<file path="src/rtl/regfile_sequencer.sv">
// Serial micro-sequencer driving an 8x16 register file with one combinational read port.
// Zero/carry flags are built only when REGSEQ_FLAGS_EN is defined; otherwise they are tied low.
module regfile_sequencer #(
  parameter int DATA_W = 16,
  parameter int ADDR_W = 3
) (
  input  logic              clk,
  input  logic              reset,
  input  logic              instr_valid,
  output logic              instr_ready,
  input  logic [2:0]        opcode,
  input  logic [ADDR_W-1:0] dst,
  input  logic [ADDR_W-1:0] src_a,
  input  logic [ADDR_W-1:0] src_b,
  input  logic [DATA_W-1:0] imm,
  output logic [ADDR_W-1:0] rf_read_addr,
  input  logic [DATA_W-1:0] rf_read_data,
  output logic [ADDR_W-1:0] rf_write_addr,
  output logic [DATA_W-1:0] rf_write_data,
  output logic              rf_write_en,
  output logic              done,
  output logic              busy,
  output logic              flag_z,
  output logic              flag_c,
  output logic [1:0]        fsm_state
);

  // Handshake: an instruction transfers on a rising edge with instr_valid && instr_ready.
  // instr_ready is high only in IDLE; valid seen while not ready is dropped, never queued.

  localparam logic [2:0] OP_NOP = 3'd0;
  localparam logic [2:0] OP_LDI = 3'd1;
  localparam logic [2:0] OP_MOV = 3'd2;
  localparam logic [2:0] OP_ADD = 3'd3;
  localparam logic [2:0] OP_SUB = 3'd4;
  localparam logic [2:0] OP_AND = 3'd5;
  localparam logic [2:0] OP_OR  = 3'd6;
  localparam logic [2:0] OP_XOR = 3'd7;

  typedef enum logic [1:0] {
    IDLE    = 2'd0,
    FETCH_A = 2'd1,
    FETCH_B = 2'd2,
    WRITE   = 2'd3
  } state_t;

  state_t            state;
  state_t            next_state;
  logic [2:0]        op_q;
  logic [ADDR_W-1:0] dst_q;
  logic [ADDR_W-1:0] src_b_q;
  logic [DATA_W-1:0] op_a;
  logic [DATA_W-1:0] alu_res;

  assign instr_ready = (state == IDLE);
  assign busy        = (state != IDLE);
  assign fsm_state   = state;

  always_ff @(posedge clk) begin
    if (reset) state <= IDLE;
    else       state <= next_state;
  end

  always_comb begin
    next_state = state;
    case (state)
      IDLE: begin
        if (instr_valid) begin
          if (opcode == OP_NOP || opcode == OP_LDI) next_state = WRITE;
          else                                     next_state = FETCH_A;
        end
      end
      FETCH_A: next_state = (op_q == OP_MOV) ? WRITE : FETCH_B;
      FETCH_B: next_state = WRITE;
      WRITE:   next_state = IDLE;
      default: next_state = IDLE;
    endcase
  end

  // In FETCH_B the read port is already addressed at src_b, so rf_read_data is opB.
  always_comb begin
    alu_res = '0;
    case (op_q)
      OP_ADD:  alu_res = op_a + rf_read_data;
      OP_SUB:  alu_res = op_a - rf_read_data;
      OP_AND:  alu_res = op_a & rf_read_data;
      OP_OR:   alu_res = op_a | rf_read_data;
      OP_XOR:  alu_res = op_a ^ rf_read_data;
      default: alu_res = '0;
    endcase
  end

  // Write-port outputs are loaded on the edge that enters WRITE so they are valid for its whole cycle.
  always_ff @(posedge clk) begin
    if (reset) begin
      op_q          <= '0;
      dst_q         <= '0;
      src_b_q       <= '0;
      op_a          <= '0;
      rf_read_addr  <= '0;
      rf_write_addr <= '0;
      rf_write_data <= '0;
      rf_write_en   <= 1'b0;
      done          <= 1'b0;
    end else begin
      rf_write_addr <= '0;
      rf_write_data <= '0;
      rf_write_en   <= 1'b0;
      done          <= 1'b0;
      case (state)
        IDLE: begin
          if (instr_valid) begin
            op_q    <= opcode;
            dst_q   <= dst;
            src_b_q <= src_b;
            if (opcode == OP_NOP || opcode == OP_LDI) begin
              rf_write_addr <= dst;
              rf_write_data <= (opcode == OP_LDI) ? imm : '0;
              rf_write_en   <= (opcode == OP_LDI);
              done          <= 1'b1;
            end else begin
              rf_read_addr <= src_a;
            end
          end
        end
        FETCH_A: begin
          op_a <= rf_read_data;
          if (op_q == OP_MOV) begin
            rf_write_addr <= dst_q;
            rf_write_data <= rf_read_data;
            rf_write_en   <= 1'b1;
            done          <= 1'b1;
          end else begin
            rf_read_addr <= src_b_q;
          end
        end
        FETCH_B: begin
          rf_write_addr <= dst_q;
          rf_write_data <= alu_res;
          rf_write_en   <= 1'b1;
          done          <= 1'b1;
        end
        default: ;
      endcase
    end
  end

`ifdef REGSEQ_FLAGS_EN
  logic alu_c;
  logic pend_z;
  logic pend_c;

  // A wrapped sum is smaller than either addend exactly when the add carried out.
  always_comb begin
    alu_c = 1'b0;
    if (op_q == OP_ADD)      alu_c = (alu_res < op_a);
    else if (op_q == OP_SUB) alu_c = (op_a < rf_read_data);
  end

  always_ff @(posedge clk) begin
    if (reset) begin
      pend_z <= 1'b0;
      pend_c <= 1'b0;
      flag_z <= 1'b0;
      flag_c <= 1'b0;
    end else begin
      if (state == FETCH_B) begin
        pend_z <= (alu_res == '0);
        pend_c <= alu_c;
      end
      if (state == WRITE && op_q >= OP_ADD) begin
        flag_z <= pend_z;
        flag_c <= pend_c;
      end
    end
  end
`else
  assign flag_z = 1'b0;
  assign flag_c = 1'b0;
`endif

endmodule

</file>
<file path="config.mk">
export PLATFORM = sky130hd
export DESIGN_NAME = regfile_sequencer
export DESIGN_NICKNAME = d
export VERILOG_FILES = /design/src/rtl/regfile_sequencer.sv
export SDC_FILE = /design/constraint.sdc
export NUM_CORES = 1
export LEC_CHECK = 0
export CAP_MARGIN = 20
export CORE_MARGIN = 2
export CORE_UTILIZATION = 45
export CTS_BUF_LIST = sky130_fd_sc_hd__clkbuf_2
export DETAILED_ROUTE_END_ITERATION = 16
export HOLD_SLACK_MARGIN = 0.02
export PLACE_DENSITY = 0.71
export SETUP_SLACK_MARGIN = 0.3
export SYNTH_ARGS = -nofsm -noshare
export SYNTH_HDL_FRONTEND = slang
export SYNTH_SLANG_ARGS = --single-unit
export TNS_END_PERCENT = 1
</file>
<file path="constraint.sdc">
create_clock -name clk -period 3.1 [get_ports clk]
set_clock_uncertainty 0.05 [all_clocks]
set_input_delay 0.31 -clock clk [delete_from_list [all_inputs] [get_ports clk]]
set_output_delay 0.31 -clock clk [all_outputs]
set_load 0.005 [all_outputs]
</file>
==> impl_metrics.env <==
export IMPL_cp_endpoint="rf_write_data[11]$_SDFF_PP0_"
export IMPL_max_slew_margin_pct=52.59
export IMPL_viasPerCell=5.598
export IMPL_antenna_left=0
export IMPL_numPortBuffers=74
export IMPL_powerDensity_nw_per_um2=474.7
export IMPL_irDropWorstVdd_mv=0.3296
export IMPL_crit_type="in2reg"
export IMPL_dieHeight_um=98.84
export IMPL_r2r_start="op_q[1]$_SDFFE_PP0P_"
export IMPL_n_fill_cell=771
export IMPL_synth_edf_count=0
export IMPL_num_io_pins=77
export IMPL_drt_total_wl_um=12290
export IMPL_fin_crit_ps=2753
export IMPL_r2r_cells=14
export IMPL_yosys_top_cells_count="52 x ha_1, 51 x dfxtp_1, 50 x nand2_1"
export IMPL_antennaDiodeCount=0
export IMPL_finalHoldViolCount=0
export IMPL_synthTopCellsByArea="dfxtp_1 25%, ha_1 16%, mux2i_1 8.9%"
export IMPL_first_pass_iters=6
export IMPL_timing_fmax_mhz=363.3
export IMPL_syn_mean_instance_area_um2=8.161
export IMPL_ys_ff_latch=51
export IMPL_grt_pass1_vias=3984
export IMPL_post_route_period_util_pct=88.80
export IMPL_fp_dieW_um=98.84
export IMPL_worstMarginPinSlew_ps=709.4
export IMPL_hold_buffers=0
export IMPL_crit_fanout=5
export IMPL_yosys_area_top_type_share_pct=25.22
export IMPL_crit_start="rf_read_data[2]"
export IMPL_synth_cells=496
export IMPL_nets=723
export IMPL_post_place_ws_ps=-298.4
export IMPL_reg2reg_slack_ps=380
export IMPL_placed_cell_area_um2=5289
export IMPL_vias=4098
export IMPL_syn_area_um2=4048
export IMPL_cts_htree_levels=2
export IMPL_dp_hpwl_um=9248
export IMPL_crit_required_ps=3490
export IMPL_synth_async_reset_ratio_pct=0
export IMPL_ys_seq_area_share_pct=25.22
export IMPL_reg2reg_to="rf_write_data[5]$_SDFF_PP0_"
export IMPL_core_area_um2=8721
export IMPL_clk_latency_ps=470
export IMPL_grt_first_pass_wirelength_um=19780
export IMPL_start_kind="primary input"
export IMPL_worst_ep_arrival_time_ps=3140
export IMPL_setup_ws_ps=347.3
export IMPL_clk_transition_reported_paths_ps=320
export IMPL_cts_tree="yes"
export IMPL_maxSlewViolCount=0
export IMPL_power_leakage_nw=2.342
export IMPL_rsz0062_at_grt="true"
export IMPL_wl_per_cell_um=16.78
export IMPL_drv_cap=0
export IMPL_drive_above_1_share_pct=17.63
export IMPL_final_area_um2=5537
export IMPL_cts_root_buf="clkbuf_2"
export IMPL_cts_sinks=51
export IMPL_track_usage_pct=24.80
export IMPL_drtIter0Drc=208
export IMPL_numCtsBuffers=5
export IMPL_initial_core_util_pct=46.41
export IMPL_setup_viol=0
export IMPL_grt_max_degree=23
export IMPL_synth_ff_type="dfxtp_1"
export IMPL_drc=0
export IMPL_clockBufferDepth=2
export IMPL_place_congestion=0.9384
export IMPL_num_rows=34
export IMPL_yosys_area_top_type="dfxtp_1"
export IMPL_yosysUniqueCellTypes=55
export IMPL_dieArea_um2=9769
export IMPL_min_path_type="in2reg"
export IMPL_yosys_warnings=0
export IMPL_yosysMostFrequentCell="ha_1"
export IMPL_grt_overflow_total=0
export IMPL_crit_path_end_kind="flip-flop"
export IMPL_status="complete, no violations"
export IMPL_antenna_found_initial=0
export IMPL_hp_start="rf_read_data[0]"
export IMPL_syn2layout_area_growth_pct=36.79
==> repair_timing <==
item	in CTS	in global routing
buffers inserted	0	6
endpoints found under the setup margin	4	10
pin swaps	0	7
resized for setup	8	29
gates cloned	0	0
==> logic make-up (layout without fill, tap and decap cells) <==
family                   Yosys count  after routing  share of synthesized area [%]
AO/OA/AOI/OAI                    136            136                          22.69
XOR/XNOR                          22             22                          4.760
adder cells (fa/ha/maj)           53             53                          16.57
buffers and inverters             65            192                          6.646
flip-flops                        51             51                          25.22
multiplexers                      36             36                          8.903
other                              1              2                        0.09265
AND/OR/NAND/NOR                  132            132                          15.12
==> power breakdown <==
| group | leakage [nW] | switching (mW) | internal (mW) | total, mW |
|---|---|---|---|---|
| Sequential | 0.417 | 0.0763 | 0.751 | 0.827 |
| Clock | 0.0351 | 0.253 | 0.0660 | 0.319 |
| Combinational | 1.89 | 0.760 | 0.722 | 1.48 |
| Total | 2.34 | 1.09 | 1.54 | 2.63 |
==> how the worst min path moves through the flow <==
stage                              endpoint  slack [ps]  depth (start not counted)
floorplan           src_b_q[0]$_SDFFE_PP0P_         390                          2
global placement      dst_q[0]$_SDFFE_PP0P_         390                          2
detailed placement    dst_q[2]$_SDFFE_PP0P_         400                          2
CTS                 src_b_q[2]$_SDFFE_PP0P_         280                          3
global route           op_a[0]$_SDFFE_PP0P_         180                          3
finish                 op_a[0]$_SDFFE_PP0P_         180                          3
==> routing by layer <==
metal	GRT usage (%)	wire [µm]	up-vias
met4	6.428	184	0
li1	-	-	2012
met3	3.121	626	18
met5	0	0	-
met1	32.43	5491	1946
met2	43.14	5983	122
==> area by class of cell <==
cell class	count	area (µm²)	area share, %
clock inverter	3	28.78	0.5198
inverter	40	150.1	2.712
sequential	51	1030	18.60
tap	108	135.1	2.441
timing repair buffer	144	1280	23.12
multi-input combinational	381	2888	52.16
clock buffer	5	25.02	0.4520
==> sequential cells by signal, indices dropped and copies added (netlist names) <==
register / cells
done: 1
dst_q: 3
fsm_state: 2
op_a: 16
op_q: 3
rf_read_addr: 3
rf_write_addr: 3
rf_write_data: 16
rf_write_en: 1
src_b_q: 3
==> worst max-delay path, stage by stage <==
cell             delay [ps]
clkdlybuf4s50_1         470
nor4_4                  330
buf_4                   200
a21oi_4                  60
buf_4                   140
xnor2_1                 120
ha_1                    360
o21a_1                  150
o2111ai_2               230
a31oi_4                  70
or3_1                   370
a31o_1                  210
a21oi_1                 130
==> cells in the final DEF, fill, tap and decap left out, types with 3 or more instances in the layout <==
cell	n
o21a_1	5
a211oi_1	4
nor3b_1	3
a22oi_1	17
a31oi_1	4
nand3_1	3
nor2_1	45
a21o_1	8
ha_1	50
clkdlybuf4s50_1	70
dfxtp_1	48
o221ai_1	3
dlymetal6s2s_1	4
xor2_1	5
o22ai_1	14
nor3_1	3
or2_2	3
or3_1	3
a21oi_1	27
buf_4	69
mux2i_1	36
a21oi_2	3
clkbuf_2	5
o21ai_0	18
nor2b_1	3
and2_1	7
xnor2_1	17
inv_1	39
nand2_1	49
o22a_1	4
==> stage by stage <==
stage,total power [mW],utilization [%],hold WS (ps),std cells,TNS [ps]
global placement,2.193,60.65,393.6,718,-1495
global route,2.823,63.49,183.6,732,0
CTS,2.564,61.51,278.6,726,0
detailed placement,2.226,60.65,403.0,718,-1615
floorplan,1.659,-,386.0,497,0
finish,2.628,63.49,183.2,732,0
Note: power is estimated with default switching activity, not from simulation.
